## src/rtl/irq_prio_ctrl.sv

```systemverilog
// irq_prio_ctrl: NUM_IRQ-channel nested interrupt controller.
// Requests are edge-detected into a pending latch. A channel is eligible when it is
// pending, unmasked and strictly above the highest channel in service. The highest
// eligible channel is presented with its vector address. ERET retires one level.
module irq_prio_ctrl #(
  parameter int          NUM_IRQ    = 4,
  parameter logic [31:0] VEC_BASE   = 32'h0000_0800,
  parameter logic [31:0] VEC_STRIDE = 32'h0000_0040,
  parameter int          DEPTH_W    = 5
) (
  input  logic                       clk,
  input  logic                       CLR,
  input  logic                       en,
  input  logic [NUM_IRQ-1:0]         ir_in,
  input  logic                       int_ack,
  input  logic                       eret,
  input  logic                       mask_we,
  input  logic [NUM_IRQ-1:0]         mask_wdata,
  input  logic                       gie_we,
  input  logic                       gie_wdata,
  output logic                       int_req,
  output logic [$clog2(NUM_IRQ)-1:0] int_id,
  output logic [31:0]                int_vec,
  output logic [NUM_IRQ-1:0]         pending,
  output logic [NUM_IRQ-1:0]         in_service,
  output logic [DEPTH_W-1:0]         nest_depth
);

  localparam int ID_W = $clog2(NUM_IRQ);

  logic [NUM_IRQ-1:0] ir_prev;
  logic [NUM_IRQ-1:0] mask;
  logic               gie;

  logic [NUM_IRQ-1:0] rise;
  logic [NUM_IRQ-1:0] elig;
  logic [NUM_IRQ-1:0] top_oh;
  logic [NUM_IRQ-1:0] acc_oh;
  logic [ID_W-1:0]    top_idx;
  logic [ID_W-1:0]    sel_idx;
  logic               have_is;
  logic               accept;
  logic               retire;

  // Threshold, eligibility and highest-eligible selection from registered state
  always_comb begin
    rise    = ir_in & ~ir_prev;
    top_oh  = '0;
    top_idx = '0;
    have_is = 1'b0;
    for (int unsigned i = 0; i < NUM_IRQ; i++) begin
      if (in_service[i]) begin
        top_oh    = '0;
        top_oh[i] = 1'b1;
        top_idx   = ID_W'(i);
        have_is   = 1'b1;
      end
    end
    elig    = '0;
    sel_idx = '0;
    for (int unsigned i = 0; i < NUM_IRQ; i++) begin
      elig[i] = pending[i] & mask[i] & (~have_is | (ID_W'(i) > top_idx));
      if (elig[i]) begin
        sel_idx = ID_W'(i);
      end
    end
  end

  // Presented request, channel id and handler address
  always_comb begin
    int_req = gie & (|elig);
    int_id  = int_req ? sel_idx : '0;
    int_vec = VEC_BASE + VEC_STRIDE * 32'(int_id);
  end

  // Accept and retire qualifiers plus the one-hot of the accepted channel
  always_comb begin
    accept = int_ack & int_req & en;
    retire = eret & en & have_is;
    acc_oh = '0;
    for (int unsigned i = 0; i < NUM_IRQ; i++) begin
      acc_oh[i] = accept & (int_id == ID_W'(i));
    end
  end

  // State update: edge capture, pending latch, in-service stack, config registers
  always_ff @(posedge clk) begin
    if (CLR) begin
      ir_prev    <= ir_in;
      pending    <= '0;
      in_service <= '0;
      nest_depth <= '0;
      mask       <= '1;
      gie        <= 1'b1;
    end else begin
      ir_prev <= ir_in;
      // rise is ORed last so a same-cycle set beats the accept clear
      pending    <= (pending & ~acc_oh) | rise;
      in_service <= (in_service & ~(retire ? top_oh : '0)) | acc_oh;
      case ({accept, retire})
        2'b10:   nest_depth <= nest_depth + DEPTH_W'(1);
        2'b01:   nest_depth <= nest_depth - DEPTH_W'(1);
        default: nest_depth <= nest_depth;
      endcase
      if (mask_we) begin
        mask <= mask_wdata;
      end
      if (gie_we) begin
        gie <= gie_wdata;
      end
    end
  end

endmodule
```

## config.mk

```make
export PLATFORM = sky130hd
export DESIGN_NAME = irq_prio_ctrl
export DESIGN_NICKNAME = d
export VERILOG_FILES = /design/src/rtl/irq_prio_ctrl.sv
export SDC_FILE = /design/constraint.sdc
export NUM_CORES = 1
export LEC_CHECK = 0
export CORE_MARGIN = 2
export CORE_UTILIZATION = 44
export DETAILED_ROUTE_END_ITERATION = 10
export GPL_TIMING_DRIVEN = 0
export PLACE_DENSITY_LB_ADDON = 0.12
export SLEW_MARGIN = 10
export SYNTH_ARGS = -nofsm -noshare
export SYNTH_HDL_FRONTEND = slang
export SYNTH_SLANG_ARGS = --single-unit
```

## constraint.sdc

```tcl
create_clock -name clk -period 5.9 [get_ports clk]
set_input_delay 1.18 -clock clk [delete_from_list [all_inputs] [get_ports clk]]
set_output_delay 1.18 -clock clk [all_outputs]
set_load 0.02 [all_outputs]
```

# --- Word level (Yosys, flattened, before mapping) ---
# Cells that the tools add are included.
op_classes:
  add_sub_neg: 3
  order_cmp: 4
  n_eq_ne: 5
  mux: 17
  n_bitwise: 30
  n_reduce_logical: 3
ops:
  columns: ["cell", "count"]
  rows:
  - ["AND 1 bit", 17]
  - ["two-way mux 4 bit", 4]
  - ["adder 12 x 8 -> 13 bit (first input constant)", 1]
  - ["AND 4 bit", 3]
  - ["inverter 4 bit", 3]
  - ["two-way mux 2 bit", 5]
  - ["one-hot mux 5 bit (2 select lines)", 1]
  - ["OR 4 bit", 2]
  - ["two-way mux 1 bit", 7]
  - ["== test 2 bit (second input constant)", 3]
  - ["adder 5 x 1 -> 5 bit (second input constant)", 1]
  - ["subtractor 5 x 1 -> 5 bit (second input constant)", 1]
  - ["== test 2 x 1 -> 1 bit (second input constant)", 2]
  - ["> comparator 1 x 2 -> 1 bit (first input constant)", 2]
  - ["> comparator 2 bit (first input constant)", 2]
  - ["OR 1 bit", 4]
  - ["OR reduction 4 bit", 1]
  - ["logical NOT 2 bit", 1]
  - ["nonzero test 2 bit", 1]
  - ["inverter 1 bit", 1]
totals:
  ff_bits: 22
  inputBits: 16
  elab_cells: 68

# --- Depth between registers and ports, before layout ---
# Gate-level depths: netlist of the first run.
logic_depth:
  depth_word: 16
  depth_mapped: 12

# --- Worst setup path after synthesis of the first run ---
# No wires, ideal clock.
synth_timing:
  path_kind: "input to register"
  start: "input en"
  end: "register nest_depth[4]"
  setup_time_ns: 0.121
  arrival_time_ns: 3.000
  t_required_ns: 5.779
  setup_slack_ns: 2.779
  stages: 11
  path_buffers: 2
  cell_sequence: "and3_1 -> clkbuf_1 -> o21ai_0 -> ha_1 -> clkbuf_1 -> xor2_1 -> ha_1 -> nor3_1 -> o21ai_0 -> nand3_1 -> mux2_2"
synth_between:
  elab_chain_cells: 4
synth_lines:
  columns: ["element", "line", "rtl"]
  rows:
  - ["start, declared", "13", "input logic en,"]
  - ["AND 1 bit (2 in series)", "79", "retire = eret & en & have_is;"]
  - ["== test 2 x 1 -> 1 bit / == test 2 bit (equally long branches)", "100", "case ({accept, retire})"]
  - ["one-hot mux 5 bit (2 select lines) / nonzero test 2 bit (equally long branches)", null, null]
  - ["end signal, assigned", "101", "2'b10: nest_depth <= nest_depth + DEPTH_W'(1);"]
  - ["end signal, assigned", "102", "2'b01: nest_depth <= nest_depth - DEPTH_W'(1);"]
  - ["end signal, assigned", "103", "default: nest_depth <= nest_depth;"]
  - ["end, declared", "26", "output logic [DEPTH_W-1:0] nest_depth"]
# Several ways; a longest one is shown, not always the timed one.
# A chain may end at the register's enable or synchronous reset.

# --- Worst setup path in the final report of the first run ---
# Ends and elaborated chain as after synthesis.

==> results.yml, run 1 <==
synthesis:
  synthCells: 157
  synthFlopType: "dfxtp_1"
  synth_edf_count: 0
  ys_seq_area_share_pct: 32.4
  ys_warn_count: 0
  synth-async-reset-ratio_pct: 0
  synth-seq-cells: 22
  synth_cell_types: 40
  syn_area_per_cell_um2: 8.67
  synth.cell_area_um2: 1360
global_route:
  grtUsageTotal_pct: 17.4
  grt_pass1_vias: 1105
  grt_pass1_wl_um: 4670
  overflow: 0
  antenna_found_initial: 0
  grt_max_degree: 14
detailed_routing:
  ant_nets: 0
  firstDrtPassIters: 4
  vias: 1219
  post_drt_wl_per_cell_um: 11.3
  totalWireLength_um: 2870
  first_iter_violations: 17
  drc: 0
  vias_per_cell: 4.80
final_layout:
  antenna_cells: 0
  syn_to_final_growth_pct: 38.1
  n_fill_cell: 281
  final_cell_mix: "32 x buf_4, 32 x clkdlybuf4s50_1, 30 x conb_1"
  drive_above_1_share_pct: 21.3
  final_nets: 242
setup_path:
  startpoint_type: "input port"
  critPathKind: "input port to flop"
  worst_path_largest_cell_delay_ns: 0.47
  crit_fanout: 7
  crit_required_ns: 6.12
  path_cells: "clkdlybuf4s50_1 > and3_1 > clkbuf_1 > o21ai_0 > ha_1 > clkbuf_1 > xor2_1 > ha_1 > nor3_1 > o21ai_0 > nand3_1 > mux2_2"
  slowest_stage: "clkdlybuf4s50_1"
  crit_path_end_kind: "flop"
  worstPathArrival_ns: 3.77
die:
  fp.dieArea_um2: 3550
  io_pins: 64
  start_util_pct: 45.3
  die_w_um: 59.6
  die_y_um: 59.6
  rows: 20
  core-area_um2: 3000
timing:
  setup_slack_ns: 2.34
  finalCriticalPeriod_ns: 3.56
  slew_violations: 0
  clock.fmax_ghz: 0.281
  tns_ns: 0
  setup_violations: 0
  timing.final.crit_share_pct: 60.3
  finalClockSkew_ns: 0.00194
  finalHoldViolCount: 0
  rsz0062_at_grt: "no"
placement:
  dp_slack_ns: 2.03
  portBuffers: 32
  hpwl_um: 2230
  place_congestion: 0.780
pwr:
  vdd_drop_max_mv: 0.148
  p_seq_share_pct: 42.1
  cellPowerDensity_nw_per_um2: 206
  intPower_uw: 277
  netSwitchingPower_uw: 110
  power_frac_clock_pct: 29.9
  comb_power_share_pct: 28.0
  p_leak_uw: 0.000871
  swShare_pct: 28.4
clock_network:
  clock-sinks: 22
  cts.clk_slew.worst_paths_ns: 0.12
  cts_buffers: 3
  clockRootBuffer: "clkbuf_4"
  htree_levels: 1
  cts_resized: 0
  post_cts_buffers: 0
  insertion_delay_ns: 0.31
  cts_tree: "yes"
  clock_path_buffers: 2
  cts_hold_buf: 0
run:
  maxCapViolCount: 0
worst_hold_path:
  min_path_type: "flop to flop"
status:
  status: "completed"
[metrics by stage]
step	total power, uW	hold slack [ns]	instance area (um^2)	cells	util [%]
5_1_grt	405	0.523	1880	254	62.6
6_report	387	0.502	1880	254	62.6
4_1_cts	387	0.504	1880	254	62.6
3_5_place_dp	272	0.480	1830	250	60.9
3_3_place_gp	271	0.480	1830	250	60.9
2_1_floorplan	240	0.441	1470	185	-
[layer usage]
layer	GRT usage [%]	share of wire, %	vias to the layer above
li1	-	-	609
met5	0	0	-
met1	20.4	44	555
met3	2.84	6.0	7
met4	6.98	1.7	0
met2	31.1	48	48
[critical path: cells and delay by family]
| family | cells | cell delay (ns) |
|---|---|---|
| AOI/OAI and AO/OA | 2 | 0.30 |
| adders and majority gates | 2 | 0.47 |
| xor gates and xnor gates | 1 | 0.18 |
| and+or+nand+nor | 3 | 0.40 |
| buffers and inverters | 3 | 0.90 |
| muxes | 1 | 0.33 |
[path summary, 6_finish.rpt]
kind,slack [ns],depth (start not counted),end,start
worst max-delay path,2.34,12,nest_depth[4]$_SDFFE_PP0P_,en
worst min-delay path,0.50,2,pending[3]$_SDFF_PP0_,ir_prev[3]$_DFF_P_
worst max register to register,2.92,12,nest_depth[4]$_SDFFE_PP0P_,in_service[3]$_SDFF_PP0_
worst min register to register,0.50,2,pending[3]$_SDFF_PP0_,ir_prev[3]$_DFF_P_
[area by class of cell]
class	instances	area (um^2)	share of cell area (%)
clock buffers	3	22.5	1.20
flip-flops and latches	22	440	23.4
multi-input cells	122	748	39.8
inverters	1	3.75	0.200
plain buffers	40	274	14.6
well taps	33	41.3	2.20
clock inverters	1	30.0	1.60
repair buffers	32	320	17.0
[power groups by stage]
stage,Combinational [uW],Clock (uW),Sequential [uW]
2_1_floorplan,71.0,0,169
3_3_place_gp,106,0,166
3_5_place_dp,106,0,166
4_1_cts,107,117,163
5_1_grt,117,124,164
6_report,108,116,163
[synth_stat cells, drive strengths merged (3+ instances only)]
| cell type | n | area (um^2) |
|---|---|---|
| a21oi | 7 | 46.3 |
| nand3b | 3 | 22.5 |
| dfxtp | 22 | 440 |
| ha | 4 | 50.1 |
| mux2i | 6 | 60.1 |
| nand2b | 3 | 18.8 |
| and3 | 3 | 20.0 |
| nand2 | 11 | 41.3 |
| nor2 | 10 | 37.5 |
| nor2b | 4 | 25.0 |
| nand3 | 4 | 25.0 |
| clkbuf | 5 | 18.8 |
| o21ai | 7 | 35.0 |
| xor2 | 4 | 35.0 |
| o21a | 3 | 22.5 |
| buf | 35 | 255 |
[kinds of logic after synthesis]
logic type	share of synthesized area, %
other cells	0.552
mux	5.24
fa+ha+maj	3.68
xor+xnor	2.57
buf+inv	20.4
flops	32.4
compound gates	15.3
simple gates	19.9
[state kept, by name, indices dropped and copies added, names as in the netlist]
name	count
pending	4
mask	4
nest_depth	5
in_service	4
gie	1
ir_prev	4
No activity file was read; power rests on OpenSTA's default activity.
==> run 2, diff against run 1 <==
- CORE_UTILIZATION: 44 -> 41
- clock period: 5.9 -> 3.57 ns (I/O delays scaled with it)
==> run 2 against run 1 <==
Effect of this change: setup slack worse by 1.9 ns; via count is 2.1% lower; count of clock-buffer cells in the layout stayed put; sequential share of layout area is 0.17 points lower; worst hold slack better by 0.00093 ns; register-to-register slack worse by 2.4 ns; first-iteration DRC count is 47% higher; clock skew is 0.0023 ns higher; cell area is 0.73% higher; critical endpoint unchanged; largest cell class unchanged.
==> results.yml, run 2 (synthesis results as in run 1) <==
detailed_routing:
  vias_per_cell: 4.51
  ant_nets: 0
  drc: 0
  vias: 1194
  post_drt_wl_per_cell_um: 10.6
  first_iter_violations: 25
  totalWireLength_um: 2810
  firstDrtPassIters: 4
setup_path:
  cp_num_buf_inv: 3
  worst_path_largest_cell_delay_ns: 0.47
  critPathTopFamily: "buffers and inverters"
  critPathKind: "input port to flop"
  crit_required_ns: 3.78
  crit_path_end_kind: "flop"
  worstPathArrival_ns: 3.35
  crit_fanout: 7
  slowest_stage: "clkdlybuf4s50_1"
  startpoint_type: "input port"
  path_cells: "clkdlybuf4s50_1 > and3_1 > clkbuf_1 > o21ai_0 > ha_1 > clkbuf_1 > xor2_1 > ha_1 > nor3_1 > o21ai_0 > nand3_1 > mux2_2"
final_layout:
  final-instance-count-excl-fill: 265
  syn_to_final_growth_pct: 39.2
  ff_latch_area_um2: 440
  multi_input_area_um2: 748
  largest_register_ffs: 5
  antenna_cells: 0
  drive_above_1_share_pct: 21.3
  largest_register: "nest_depth"
  final_nets: 242
  n_fill_cell: 291
  final_cell_mix: "32 x buf_4, 32 x clkdlybuf4s50_1, 30 x conb_1"
clock_network:
  insertion_delay_ns: 0.31
  clock_path_buffers: 2
  cts.clk_slew.worst_paths_ns: 0.12
  cts_hold_buf: 0
  cts_resized: 0
  post_cts_buffers: 0
  cts_tree: "yes"
  htree_levels: 1
  clockRootBuffer: "clkbuf_4"
  cts_buffers: 3
  clock-sinks: 22
timing:
  timing.final.crit_share_pct: 87.9
  finalClockSkew_ns: 0.00420
  setup_violations: 0
  finalCriticalPeriod_ns: 3.14
  finalHoldViolCount: 0
  tns_ns: 0
  slew_violations: 0
  clock.fmax_ghz: 0.319
  setup_slack_ns: 0.431
  rsz0062_at_grt: "no"
die:
  die_w_um: 61.6
  fp.dieArea_um2: 3800
  start_util_pct: 43.9
  rows: 20
  io_pins: 64
  die_y_um: 61.6
  core-area_um2: 3100
placement:
  portBuffers: 32
  dp_slack_ns: 0.162
  hpwl_um: 2220
  place_congestion: 0.744
  dp.cells: 261
global_route:
  overflow: 0
  grt_max_degree: 14
  grt_pass1_wl_um: 4370
  grt_pass1_vias: 996
  grtUsageTotal_pct: 15.1
  antenna_found_initial: 0
pwr:
  cellPowerDensity_nw_per_um2: 336
  p_leak_uw: 0.000871
  vdd_drop_max_mv: 0.247
status:
  status: "completed"
run:
  maxCapViolCount: 0
worst_hold_path:
  min_path_type: "flop to flop"
run 2: cell counts in the layout (fill, tap and decap cells not counted):
No cell type changed its count.
run 2: metrics by stage:
step / hold slack [ns] / power [uW] / util, % / area (um^2)
after detailed placement: 0.476 / 450 / 59.4 / 1840
after floorplan: 0.441 / 396 / - / 1470
after global placement: 0.475 / 448 / 59.4 / 1840
after CTS: 0.509 / 641 / 61.0 / 1890
after global routing: 0.542 / 671 / 61.0 / 1890
final: 0.502 / 637 / 61.0 / 1890
run 2: layout make-up:
cell class / instances / share of cell area [%]
Multi-Input combinational cell: 122 / 39.5
Clock buffer: 3 / 1.19
Timing Repair Buffer: 32 / 16.9
Inverter: 1 / 0.198
Clock inverter: 1 / 1.59
Buffer: 40 / 14.5
Tap cell: 44 / 2.91
Sequential cell: 22 / 23.2
run 2: power breakdown:
group | switching, uW | internal, uW | leakage, uW
registers | 11.5 | 257 | 0.000181
logic | 91.4 | 86.7 | 0.000662
clock network | 76.5 | 113 | 0.0000279
total | 179 | 457 | 0.000871
run 2: final timing paths:
check	start	to	slack, ns	depth (start not counted)
setup / recovery	en	nest_depth[4]$_SDFFE_PP0P_	0.43	12
hold / removal	pending[3]$_SDFF_PP0_	pending[3]$_SDFF_PP0_	0.50	2
setup reg to reg	in_service[3]$_SDFF_PP0_	nest_depth[4]$_SDFFE_PP0P_	0.56	12
hold reg to reg	pending[3]$_SDFF_PP0_	pending[3]$_SDFF_PP0_	0.50	2
run 2: metal layers:
metal  share of wire [%]  vias to the layer above  GRT usage [%]
li1                    -                      618              -
met1                  44                      519           18.9
met2                  45                       51           24.2
met3                  11                        6           5.25
met4                0.96                        0           4.86
met5                   0                        -              0
run 2: tightest hold or removal path: cells and delay by family (launching register included):
| family | cells | cell delay (ns) |
|---|---|---|
| AOI/OAI and AO/OA | 1 | 0.05 |
| and+or+nand+nor | 1 | 0.06 |
| DFF | 1 | 0.36 |
==> run 3, diff against run 2 <==
- CELL_PAD_IN_SITES_DETAIL_PLACEMENT: default -> 1
- CELL_PAD_IN_SITES_GLOBAL_PLACEMENT: default -> 1
- CORE_UTILIZATION: 41 -> 29
- PLACE_DENSITY_LB_ADDON: 0.12 -> 0.2
==> run 3 against run 2 <==
Effect of this change: combinational power about the same; clock power increased by 24%; first-iteration DRC count increased by 32%; die area increased by 38%; utilization decreased by 18 points; critical path type unchanged.
==> results.yml, run 3 (synthesis results as in run 1) <==
status:
  status: "completed"
worst_hold_path:
  whs_path_depth: 2
  min_from: "mask[1]$_SDFFE_PP1P_"
  min_path_type: "flop to flop"
  hold_end: "mask[1]$_SDFFE_PP1P_"
setup_path:
  crit_fanout: 7
  critPathTopFamily: "buffers and inverters"
  reg2reg_depth: 12
  worst_path_largest_cell_delay_ns: 0.47
  crit_path_end_kind: "flop"
  r2r_slack_ns: 0.60
  slowest_stage: "clkdlybuf4s50_1"
  path_cells: "clkdlybuf4s50_1 > and3_1 > clkbuf_1 > o21ai_0 > ha_1 > clkbuf_1 > xor2_1 > ha_1 > nor3_1 > o21ai_0 > nand3_1 > mux2_2"
  reg2reg_from: "in_service[3]$_SDFF_PP0_"
  critPathKind: "input port to flop"
  r2r_end: "nest_depth[4]$_SDFFE_PP0P_"
  cp_num_buf_inv: 3
  worstPathArrival_ns: 3.32
  startpoint_type: "input port"
  crit_required_ns: 3.74
final_layout:
  ff_latch_area_um2: 440
  drive_above_1_share_pct: 21.3
  final_nets: 242
  syn_to_final_growth_pct: 41.3
  largest_register: "nest_depth"
  n_fill_cell: 541
  antenna_cells: 0
  final_cell_mix: "32 x buf_4, 32 x clkdlybuf4s50_1, 30 x conb_1"
  largest_register_ffs: 5
  utilization_pct: 43.3
  final-instance-count-excl-fill: 273
  multi_input_area_um2: 748
timing:
  slew_violations: 0
  clock.fmax_ghz: 0.317
  tns_ns: 0
  setup_violations: 0
  finalCriticalPeriod_ns: 3.15
  timing.final.crit_share_pct: 88.3
  finalHoldViolCount: 0
  finalClockSkew_ns: 0.00223
  rsz0062_at_grt: "no"
clock_network:
  cts_buffers: 3
  clock_path_buffers: 2
  cts_resized: 0
  clockRootBuffer: "clkbuf_8"
  clock-sinks: 22
  cts.clk_slew.worst_paths_ns: 0.08
  cts_tree: "yes"
  cts_hold_buf: 0
  insertion_delay_ns: 0.27
  post_cts_buffers: 0
  htree_levels: 1
global_route:
  grtUsageTotal_pct: 12.1
  grt_use_met2_pct: 19.5
  overflow: 0
  top_usage_layer: "met2"
  grt_pass1_vias: 1060
  grt_pass1_wl_um: 4930
  grt_max_degree: 14
  grtUsageMet1_pct: 15.1
  gr-usage-met3_pct: 2.64
  antenna_found_initial: 0
placement:
  portBuffers: 32
  hpwl_um: 2450
  dp.cells: 269
  place_congestion: 0.709
die:
  core-area_um2: 4440
  rows: 24
  io_pins: 64
  fp.dieArea_um2: 5260
  die_w_um: 72.5
  start_util_pct: 30.6
  die_y_um: 72.5
pwr:
  p_leak_uw: 0.000879
  cellPowerDensity_nw_per_um2: 355
  vdd_drop_max_mv: 0.125
detailed_routing:
  drc: 0
  vias: 1168
  vias_per_cell: 4.28
  post_drt_wl_per_cell_um: 11.2
  first_iter_violations: 33
  totalWireLength_um: 3050
  firstDrtPassIters: 4
  ant_nets: 0
run:
  maxCapViolCount: 0
[run 3: cell counts in the layout (fill, tap and decap cells not counted)]
No cell type changed its count.
[run 3: worst max-delay path by stage]
stage / from / to / slack, ns / cells past startpoint
2_1_floorplan: in_service[3]$_SDFF_PP0_ / nest_depth[2]$_SDFFE_PP0P_ / 0.81 / 12
3_3_place_gp: en / nest_depth[4]$_SDFFE_PP0P_ / 0.18 / 12
3_5_place_dp: en / nest_depth[4]$_SDFFE_PP0P_ / 0.15 / 12
4_1_cts: en / nest_depth[4]$_SDFFE_PP0P_ / 0.43 / 12
5_1_grt: en / nest_depth[4]$_SDFFE_PP0P_ / 0.21 / 12
6_report: en / nest_depth[4]$_SDFFE_PP0P_ / 0.42 / 12
[run 3: layout make-up]
cell class                      count  share of cell area (%)
Multi-Input combinational cell    122                    38.9
Sequential cell                    22                    22.9
Timing Repair Buffer               32                    16.7
Buffer                             40                    14.2
Tap cell                           52                    3.38
Clock buffer                        3                    2.15
Clock inverter                      1                    1.56
Inverter                            1                   0.195
[run 3: metal layers]
layer  routed length (um)  vias up
met4                   78        0
met1                 1400      512
met2                 1350       44
met3                  226        5
li1                     -      607
met5                    0        -
[run 3: worst reg2reg max path: cells and delay by family (launching register included)]
kind / cells / cell delay (ns)
buf+inv: 2 / 0.45
compound gates: 3 / 0.61
fa+ha+maj: 2 / 0.45
mux: 1 / 0.33
flops: 1 / 0.46
simple gates: 3 / 0.45
xor+xnor: 1 / 0.12
[run 3: per-stage QoR]
stage	hold slack [ns]	worst slack (ns)	total power, uW	area (um^2)
after CTS	0.494	0.428	691	1920
after global routing	0.527	0.206	715	1920
after detailed placement	0.472	0.154	452	1850
after global placement	0.470	0.178	452	1850
final	0.483	0.416	682	1920
after floorplan	0.441	0.805	396	1470
[run 3: report_power, final]
part	leakage (uW)	internal [uW]	total, uW	switching [uW]
clock network	0.0000357	150	235	85.0
logic	0.000662	86.8	178	91.6
registers	0.000181	257	269	12.0
total	0.000879	494	682	189
